File: src/rtl/gddr_sync_pkg.sv
// rtl/gddr_sync_pkg.sv - shared state encoding, mode constants and counter sizing for gddr_sync_mc
package gddr_sync_pkg;

    typedef enum logic [2:0] {
        S_IDLE   = 3'd0,
        S_DEB    = 3'd1,
        S_STOP1  = 3'd2,
        S_RST    = 3'd3,
        S_STOP2  = 3'd4,
        S_SETTLE = 3'd5,
        S_READY  = 3'd6
    } sync_state_t;

    localparam int SYNC_PAR = 0;
    localparam int SYNC_SEQ = 1;

    // Timed states load (N-1), so clog2 of the largest N is enough.
    function automatic int cnt_width(input int a, input int b, input int c, input int d);
        int m;
        m = a;
        if (b > m) m = b;
        if (c > m) m = c;
        if (d > m) m = d;
        return (m > 1) ? $clog2(m) : 1;
    endfunction

endpackage

File: src/rtl/gddr_sync_timer.sv
// rtl/gddr_sync_timer.sv - loadable down-counter shared by every timed state of gddr_sync_mc
module gddr_sync_timer #(
    parameter int W = 2
) (
    input  logic         sync_clk,
    input  logic         rstn,
    input  logic         load,
    input  logic [W-1:0] load_val,
    input  logic         en,
    output logic         done
);

    logic [W-1:0] cnt;

    always_ff @(posedge sync_clk or negedge rstn) begin
        if (!rstn) begin
            cnt <= '0;
        end else if (load) begin
            cnt <= load_val;
        end else if (en && (cnt != '0)) begin
            cnt <= cnt - W'(1);
        end
    end

    assign done = (cnt == '0);

endmodule

File: src/rtl/gddr_sync_mc.sv
// rtl/gddr_sync_mc.sv - multi-channel ECLKSYNC/CLKDIV sync sequencer; GDDR_SYNC_LOCK_WAIT_EN adds pll_lock gating
module gddr_sync_mc
    import gddr_sync_pkg::*;
#(
    parameter int NUM_CH    = 4,
    parameter int SEQ_MODE  = 0,
    parameter int START_DLY = 4,
    parameter int STOP_CYC  = 4,
    parameter int RST_CYC   = 4,
    parameter int READY_DLY = 8
) (
    input  logic              sync_clk,
    input  logic              rstn,
    input  logic              start,
    input  logic [NUM_CH-1:0] ch_en,
`ifdef GDDR_SYNC_LOCK_WAIT_EN
    input  logic              pll_lock,
`endif
    output logic [NUM_CH-1:0] stop,
    output logic [NUM_CH-1:0] ddr_reset,
    output logic              busy,
    output logic              ready
);

    localparam int CW = cnt_width(START_DLY, STOP_CYC, RST_CYC, READY_DLY);
    localparam int IW = (NUM_CH > 1) ? $clog2(NUM_CH) : 1;

    sync_state_t       state, state_n;
    logic [NUM_CH-1:0] ch_mask, mask_n;
    logic [IW-1:0]     ch_idx, idx_n;
    logic              hold, hold_n;
    logic              lock_s, go, tmr_done;
    logic [CW-1:0]     load_val;
    logic [IW-1:0]     first_idx, next_idx;
    logic              next_found;
    logic [NUM_CH-1:0] act, stop_n, ddr_n;
    logic              busy_n, ready_n;

`ifdef GDDR_SYNC_LOCK_WAIT_EN
    logic [1:0] lock_sync;

    always_ff @(posedge sync_clk or negedge rstn) begin
        if (!rstn) begin
            lock_sync <= 2'b00;
        end else begin
            lock_sync <= {lock_sync[0], pll_lock};
        end
    end

    assign lock_s = lock_sync[1];
`else
    assign lock_s = 1'b1;
`endif

    assign go = start & lock_s;

    // Lowest set bit of ch_en, and lowest set bit of ch_mask above ch_idx.
    always_comb begin
        first_idx  = '0;
        next_idx   = '0;
        next_found = 1'b0;
        for (int i = NUM_CH - 1; i >= 0; i--) begin
            if (ch_en[i]) first_idx = IW'(i);
            if (ch_mask[i] && (IW'(i) > ch_idx)) begin
                next_idx   = IW'(i);
                next_found = 1'b1;
            end
        end
    end

    always_comb begin
        state_n = state;
        mask_n  = ch_mask;
        idx_n   = ch_idx;
        hold_n  = hold;
        unique case (state)
            S_IDLE:   if (go && !hold) state_n = S_DEB;
            S_DEB: begin
                if (!go) begin
                    state_n = S_IDLE;
                end else if (tmr_done) begin
                    if (ch_en == '0) begin
                        state_n = S_IDLE;
                        hold_n  = 1'b1;
                    end else begin
                        state_n = S_STOP1;
                        mask_n  = ch_en;
                        idx_n   = first_idx;
                    end
                end
            end
            S_STOP1:  if (!go) state_n = S_IDLE; else if (tmr_done) state_n = S_RST;
            S_RST:    if (!go) state_n = S_IDLE; else if (tmr_done) state_n = S_STOP2;
            S_STOP2: begin
                if (!go) begin
                    state_n = S_IDLE;
                end else if (tmr_done) begin
                    if ((SEQ_MODE == SYNC_SEQ) && next_found) begin
                        state_n = S_STOP1;
                        idx_n   = next_idx;
                    end else begin
                        state_n = S_SETTLE;
                    end
                end
            end
            S_SETTLE: if (!go) state_n = S_IDLE; else if (tmr_done) state_n = S_READY;
            S_READY:  if (!go) state_n = S_IDLE;
            default:  state_n = S_IDLE;
        endcase
        if (state_n == S_IDLE) begin
            mask_n = '0;
            idx_n  = '0;
        end
        // An empty capture parks in IDLE until start is released.
        if (!start) hold_n = 1'b0;
    end

    always_comb begin
        load_val = '0;
        case (state_n)
            S_DEB:            load_val = CW'(START_DLY - 1);
            S_STOP1, S_STOP2: load_val = CW'(STOP_CYC - 1);
            S_RST:            load_val = CW'(RST_CYC - 1);
            S_SETTLE:         load_val = CW'(READY_DLY - 1);
            default:          load_val = '0;
        endcase
    end

    gddr_sync_timer #(.W(CW)) u_timer (
        .sync_clk (sync_clk),
        .rstn     (rstn),
        .load     (state_n != state),
        .load_val (load_val),
        .en       (1'b1),
        .done     (tmr_done)
    );

    // Outputs are derived from the next state so they change on the same edge as the state.
    always_comb begin
        act     = (SEQ_MODE == SYNC_SEQ) ? (NUM_CH'(1) << idx_n) : mask_n;
        stop_n  = (state_n inside {S_STOP1, S_RST, S_STOP2}) ? act : '0;
        ddr_n   = (state_n == S_RST) ? act : '0;
        busy_n  = state_n inside {S_DEB, S_STOP1, S_RST, S_STOP2, S_SETTLE};
        ready_n = (state_n == S_READY);
    end

    always_ff @(posedge sync_clk or negedge rstn) begin
        if (!rstn) begin
            state     <= S_IDLE;
            ch_mask   <= '0;
            ch_idx    <= '0;
            hold      <= 1'b0;
            stop      <= '0;
            ddr_reset <= '1;
            busy      <= 1'b0;
            ready     <= 1'b0;
        end else begin
            state     <= state_n;
            ch_mask   <= mask_n;
            ch_idx    <= idx_n;
            hold      <= hold_n;
            stop      <= stop_n;
            ddr_reset <= ddr_n;
            busy      <= busy_n;
            ready     <= ready_n;
        end
    end

endmodule

File: config.mk
export PLATFORM = sky130hd
export DESIGN_NAME = gddr_sync_mc
export DESIGN_NICKNAME = d
export VERILOG_FILES = /design/src/rtl/gddr_sync_pkg.sv /design/src/rtl/gddr_sync_timer.sv /design/src/rtl/gddr_sync_mc.sv
export SDC_FILE = /design/constraint.sdc
export NUM_CORES = 1
export LEC_CHECK = 0
export BUFFER_PORTS_ARGS = -buffer_cell sky130_fd_sc_hd__buf_2
export CORE_UTILIZATION = 54
export DETAILED_ROUTE_END_ITERATION = 6
export HOLD_SLACK_MARGIN = 0.06
export PLACE_DENSITY = 0.77
export SETUP_SLACK_MARGIN = 0.02
export SKIP_CTS_REPAIR_TIMING = 1
export SYNTH_ARGS = -nofsm -noshare
export SYNTH_HDL_FRONTEND = slang
export SYNTH_SLANG_ARGS = --single-unit
File: constraint.sdc
create_clock -name sync_clk -period 2.15 [get_ports sync_clk]
set_input_delay 0.3225 -clock sync_clk [delete_from_list [all_inputs] [get_ports sync_clk]]
set_output_delay 0.3225 -clock sync_clk [all_outputs]
set_load 0.01 [all_outputs]
== Word-level counts from Yosys, hierarchy flattened ==
Index checks and enable logic that the tools add are counted.
Storage, ports and cells
  flip-flop bits (word level): 21
  input port bits: 7
  output and inout port bits: 10
  logic and storage cells: 65
Cells by class
  add/sub/neg operators: 1
  equal/unequal tests: 16
  multiplexer cells: 28
  reduce and logical (&&, ||, !) cells: 12
Operators by type and width (number)
  3-bit 2-to-1 mux: 14
  4-bit 2-to-1 mux: 7
  3-bit one-hot mux with 7 select lines: 1
  3-bit equality test (second input constant): 6
  3-bit by 2-bit equality test with 1-bit output (second input constant): 4
  3-bit zero test: 3
  3-bit by 1-bit equality test with 1-bit output (second input constant): 2
  2-bit by 1-bit != test with 1-bit output (second input constant): 3
  3-bit one-hot mux with 2 select lines: 1
  3-bit nonzero test: 2
  5-bit nonzero test: 1
  4-bit zero test: 1
  1-bit 2-to-1 mux: 4
  4-bit OR reduction: 1
  3-bit != test: 1
  3-bit AND reduction: 1
  3-bit by 1-bit subtractor with 3-bit output (second input constant): 1
  2-bit 2-to-1 mux: 1
  2-bit nonzero test: 1
  1-bit logical AND: 1
  1-bit zero test: 1

== Longest topological paths before layout ==
  depth after elaboration: 9
  depth in mapped cells: 8
  depth with buffers taken out: 7

== Hierarchy ==
From an unflattened synthesis, not the netlist that was laid out.
Unflattened totals
  cells, all modules: 96
  area, all modules: 1048.5 um^2
Modules (own cells, without submodules)
  gddr_sync_mc: instances 1, cells an instance 77, area each 858.3 um^2, sequential area each 455.4 um^2
  gddr_sync_timer: instances 1, cells an instance 19, area each 190.2 um^2, sequential area each 75.1 um^2

== Least setup slack after synthesis ==
OpenSTA, ideal clock, no wires.
  path kind: reg2reg
  start: register u_timer.cnt[0]
  end: register u_timer.cnt[0]
  library setup time: 0.079 ns
  arrival time: 1.704 ns
  data required time: 2.071 ns
  path slack: 0.367 ns
  stages on the path, launching flop included: 9
  path through: dfrtp_1 > inv_1 > ha_1 > nor2b_1 > buf_2 > nor3_1 > a2111oi_4 > o22ai_1 > mux2i_1
On the way
  word-level cells in the longest chain between the ends: 8
  elaborated cells on any way between the ends: 25
Ends and longest elaborated chain
  start: declaration: line gddr_sync_timer.sv:13  | logic [W-1:0] cnt;
  start signal: assignment: line gddr_sync_timer.sv:19  | cnt <= load_val;
  start signal: assignment: line gddr_sync_timer.sv:21  | cnt <= cnt - W'(1);
  3-bit zero test *: line gddr_sync_timer.sv:25  | assign done = (cnt == '0);
  3-bit 2-to-1 mux (on tied branches) (2 in series)
  3-bit one-hot mux with 7 select lines *: line gddr_sync_mc.sv:76  | unique case (state)
  net state_n[0]: line gddr_sync_mc.sv:28  | sync_state_t state, state_n;
  3-bit by 2-bit equality test with 1-bit output, or another cell as far along: line gddr_sync_mc.sv:120  | case (state_n)
  4-bit OR reduction (no source line)
  3-bit one-hot mux with 2 select lines: line gddr_sync_mc.sv:120
  3-bit 2-to-1 mux: line gddr_sync_timer.sv:18  | end else if (load) begin
Mark *: on every way through the listed nets, which the timed path passes. The rest lies on a longest branch. The select of a mux whose other input is x is not followed.
A chain may end at the register's enable or synchronous reset.

== Final worst setup path ==
  start: register u_timer.cnt[0]
  end: register stop[3]
On the way
  word-level cells in the longest chain between the ends: 7
  elaborated cells on any way between the ends: 22
Ends and longest elaborated chain
  3-bit zero test *: line gddr_sync_timer.sv:25
  3-bit 2-to-1 mux (on tied branches) (2 in series)
  3-bit one-hot mux with 7 select lines *: line gddr_sync_mc.sv:76
  net state_n[0]: line gddr_sync_mc.sv:28
  3-bit by 2-bit equality test with 1-bit output, or another cell as far along: line gddr_sync_mc.sv:141  | stop_n = (state_n inside {S_STOP1, S_RST, S_STOP2}) ? act : '0;
  3-bit nonzero test or 4-bit 2-to-1 mux (tied branches): line gddr_sync_mc.sv:141, gddr_sync_mc.sv:110
  4-bit 2-to-1 mux *: line gddr_sync_mc.sv:141
  net stop_n[3]: line gddr_sync_mc.sv:36  | logic [NUM_CH-1:0] act, stop_n, ddr_n;
  end signal: assignment: line gddr_sync_mc.sv:162  | stop <= stop_n;
  end: declaration: line gddr_sync_mc.sv:19  | output logic [NUM_CH-1:0] stop,
Mark *: on every way through the listed nets, which the timed path passes. The rest lies on a longest branch.

==> results.json <==
{
  "grt_overflow": 0,
  "relSlewSlack_pct": 64.6,
  "wire_per_inst_um": 13.2,
  "cp.required_ns": 2.38,
  "multi_input_area_sq_um": 478,
  "die_area_sq_um": 2110,
  "worst-r2r-setup-slack_ns": 0.16,
  "clk_pin_slew_worst_paths_ns": 0.12,
  "worstSetupPathType": "reg -> reg",
  "postRouteAntennaNets": 0,
  "fin_tns_setup_ns": 0,
  "via_count": 842,
  "synth_top_area_share_pct": 40.9,
  "r2r-start": "u_timer.cnt[0]$_DFFE_PN0P_",
  "synth_cell_type_count": 33,
  "fin_crit_sh_pct": 92.5,
  "fmax_mhz": 503,
  "status": "finished, final reports clean",
  "clock-sinks": 21,
  "synthCells": 101,
  "arrival_ns": 2.22,
  "power.leakage_uw": 0.000566,
  "viasPerCell": 5.65,
  "htree_num_levels": 1,
  "clock_latency_ns": 0.30,
  "layout.cells.non_filler": 149,
  "antenna_found_initial": 0,
  "dpl.hpwl_um": 1400,
  "core_area_sq_um": 1760,
  "hold_end": "ready$_DFF_PN0_",
  "max_slew.worst_pin.slew_ns": 0.531,
  "rsz0062_at_grt": "no",
  "holdCritStartpoint": "start",
  "skew_ns": 0.00505,
  "setup.worst_path.start_class": "flop",
  "drc": 0,
  "yosysSeqAreaShare_pct": 51.0,
  "port-buffer-count": 16,
  "ir_drop_mv": 0.793,
  "setup_viol": 0,
  "seqCellArea_sq_um": 531,
  "p_per_area_nw_per_um2": 1040,
  "path_buf_inv": 2,
  "synth_nets": 110,
  "cp_slowest_stage_delay_ns": 0.47,
  "ys_warn_count": 0,
  "synth_seq_cells": 21,
  "dieWidth_um": 45.9,
  "cts_root_buffer": "clkbuf_4",
  "slew_viol_final": 0,
  "start_util_pct": 59.0,
  "finalCriticalPeriod_ns": 1.99,
  "fillers": 141,
  "firstDrtPassIters": 4,
  "path_max_fanout": 8,
  "dp_cells": 143,
  "drive_above_1_share_pct": 31.5,
  "final_nets": 134,
  "holdPathStages": 3,
  "cts_buffer_depth": 2,
  "crit_chain": "inv_1, ha_2, nor2b_2, buf_4, nor3_1, a2111oi_4, nor2_2, nor3_2",
  "hp-class": "in -> reg",
  "io_pins": 17,
  "drv_cap": 0,
  "grt_pass1_wl_um": 3110,
  "synth_area_leader_cell": "dfrtp_1",
  "cts-buffers-inserted": 3,
  "area_growth_pct": 17.3,
  "grt_max_degree": 22,
  "r2r_cells": 8,
  "rr_endpoint": "stop[3]$_DFF_PN0_",
  "cp-end-kind": "flop",
  "crit_start": "u_timer.cnt[0]$_DFFE_PN0P_",
  "drt_first_iter_violations": 26,
  "slowest_stage": "a2111oi_4",
  "hold_viol_final": 0,
  "wl_um": 1970,
  "cp_top_family": "simple AND/OR/NAND/NOR gates",
  "grtUsageTotal_pct": 21.1,
  "yosys-top-cells-area": "dfrtp_1 41%, dfstp_2 10%, nor2_1 7.2%, mux2i_1 3.8%, a2111oi_4 2.6%",
  "cts_tree": "yes",
  "netlist_area_sq_um": 1040,
  "rows": 15,
  "first_global_vias": 673,
  "place.gp.congestion": 0.811,
  "postSynthAreaPerCell_sq_um": 10.3,
  "n_antenna_cell": 0,
  "die_h_um": 45.9
}
## worst max-delay path by stage
stage,end,cells after the start
after floorplan,u_timer.cnt[0]$_DFFE_PN0P_,8
after global placement,u_timer.cnt[1]$_DFFE_PN0P_,8
after detailed placement,u_timer.cnt[1]$_DFFE_PN0P_,8
after CTS,u_timer.cnt[1]$_DFFE_PN0P_,8
after global routing,ddr_reset[1]$_DFF_PN1_,8
final,stop[3]$_DFF_PN0_,8
## stage by stage
step,area (sq um),hold WS (ns),setup slack [ns],util (%),power [uW]
CTS,1190,-0.0469,0.110,67.6,1260
global route,1220,0.319,0.0164,69.2,1360
detailed placement,1160,0.298,0.130,66.0,1070
global placement,1160,0.286,0.240,66.0,1050
finish,1220,0.306,0.162,69.2,1270
floorplan,1040,0.0269,0.367,-,927
## registers in the layout, summed over array words and instances, names as in the netlist
name	flops
stop	4
u_timer.cnt	3
ch_mask	4
state	3
ready	1
busy	1
hold	1
ddr_reset	4
## Yosys cell counts (all sizes together)
cell and instances:
a2111oi 1, a211oi 1, a21oi 5, a22o 1
a22oi 3, a31oi 1, a41oi 1, buf 4
dfrtp 17, dfstp 4, ha 2, inv 5
mux2 2, mux2i 4, nand2 3, nand2b 2
nand3b 1, nor2 21, nor2b 1, nor3 5
nor3b 1, nor4 4, o211a 1, o21a 1
o21ai 6, o22ai 2, or4 1, xnor2 1
## metal layers
metal	vias to the layer above	global-route usage (%)	part of all wire [%]
li1	407	-	-
met5	-	0	0
met2	37	28.2	45
met3	2	2.38	5.7
met4	0	10.0	0.66
met1	396	33.4	49
## area by class of cell
class                   count  area share, %
repair buffers             23           11.1
multi-input cells          71           39.1
flip-flops and latches     21           43.4
inverters                   5           1.54
well taps                  25           2.56
clock buffers               3           1.84
clock inverters             1          0.410
## cells by family after synthesis
family	synth area share (%)
compound gates	16.0
flops	51.0
buf+inv	4.21
xor+xnor	0.841
simple gates	19.6
fa+ha+maj	2.40
mux	6.01
## tightest hold or removal path, cell delays in order
cell     delay, ns
buf_2         0.12
nand2_1       0.09
nor2_1        0.05
## power by group
| part | switching, uW | total (uW) | leakage (uW) | internal (uW) |
|---|---|---|---|---|
| clock | 118 | 187 | 0.0000177 | 69.4 |
| combinational | 318 | 580 | 0.000280 | 262 |
| sequential | 52.4 | 507 | 0.000269 | 455 |
| total | 488 | 1270 | 0.000566 | 786 |
## cell usage in the layout, fill, tap and decap left out, types with 2 or more instances in the layout
master / instances
dfrtp_1: 17
inv_1: 5
dfstp_2: 4
nand2b_1: 2
nor2_1: 20
buf_4: 6
nor3_1: 4
mux2_2: 2
o21ai_1: 3
nor4_1: 3
mux2i_1: 4
o21ai_0: 3
a22oi_1: 3
clkbuf_4: 3
nand2_1: 3
a21oi_1: 5
buf_2: 16
(Power assumes the default switching activity.)
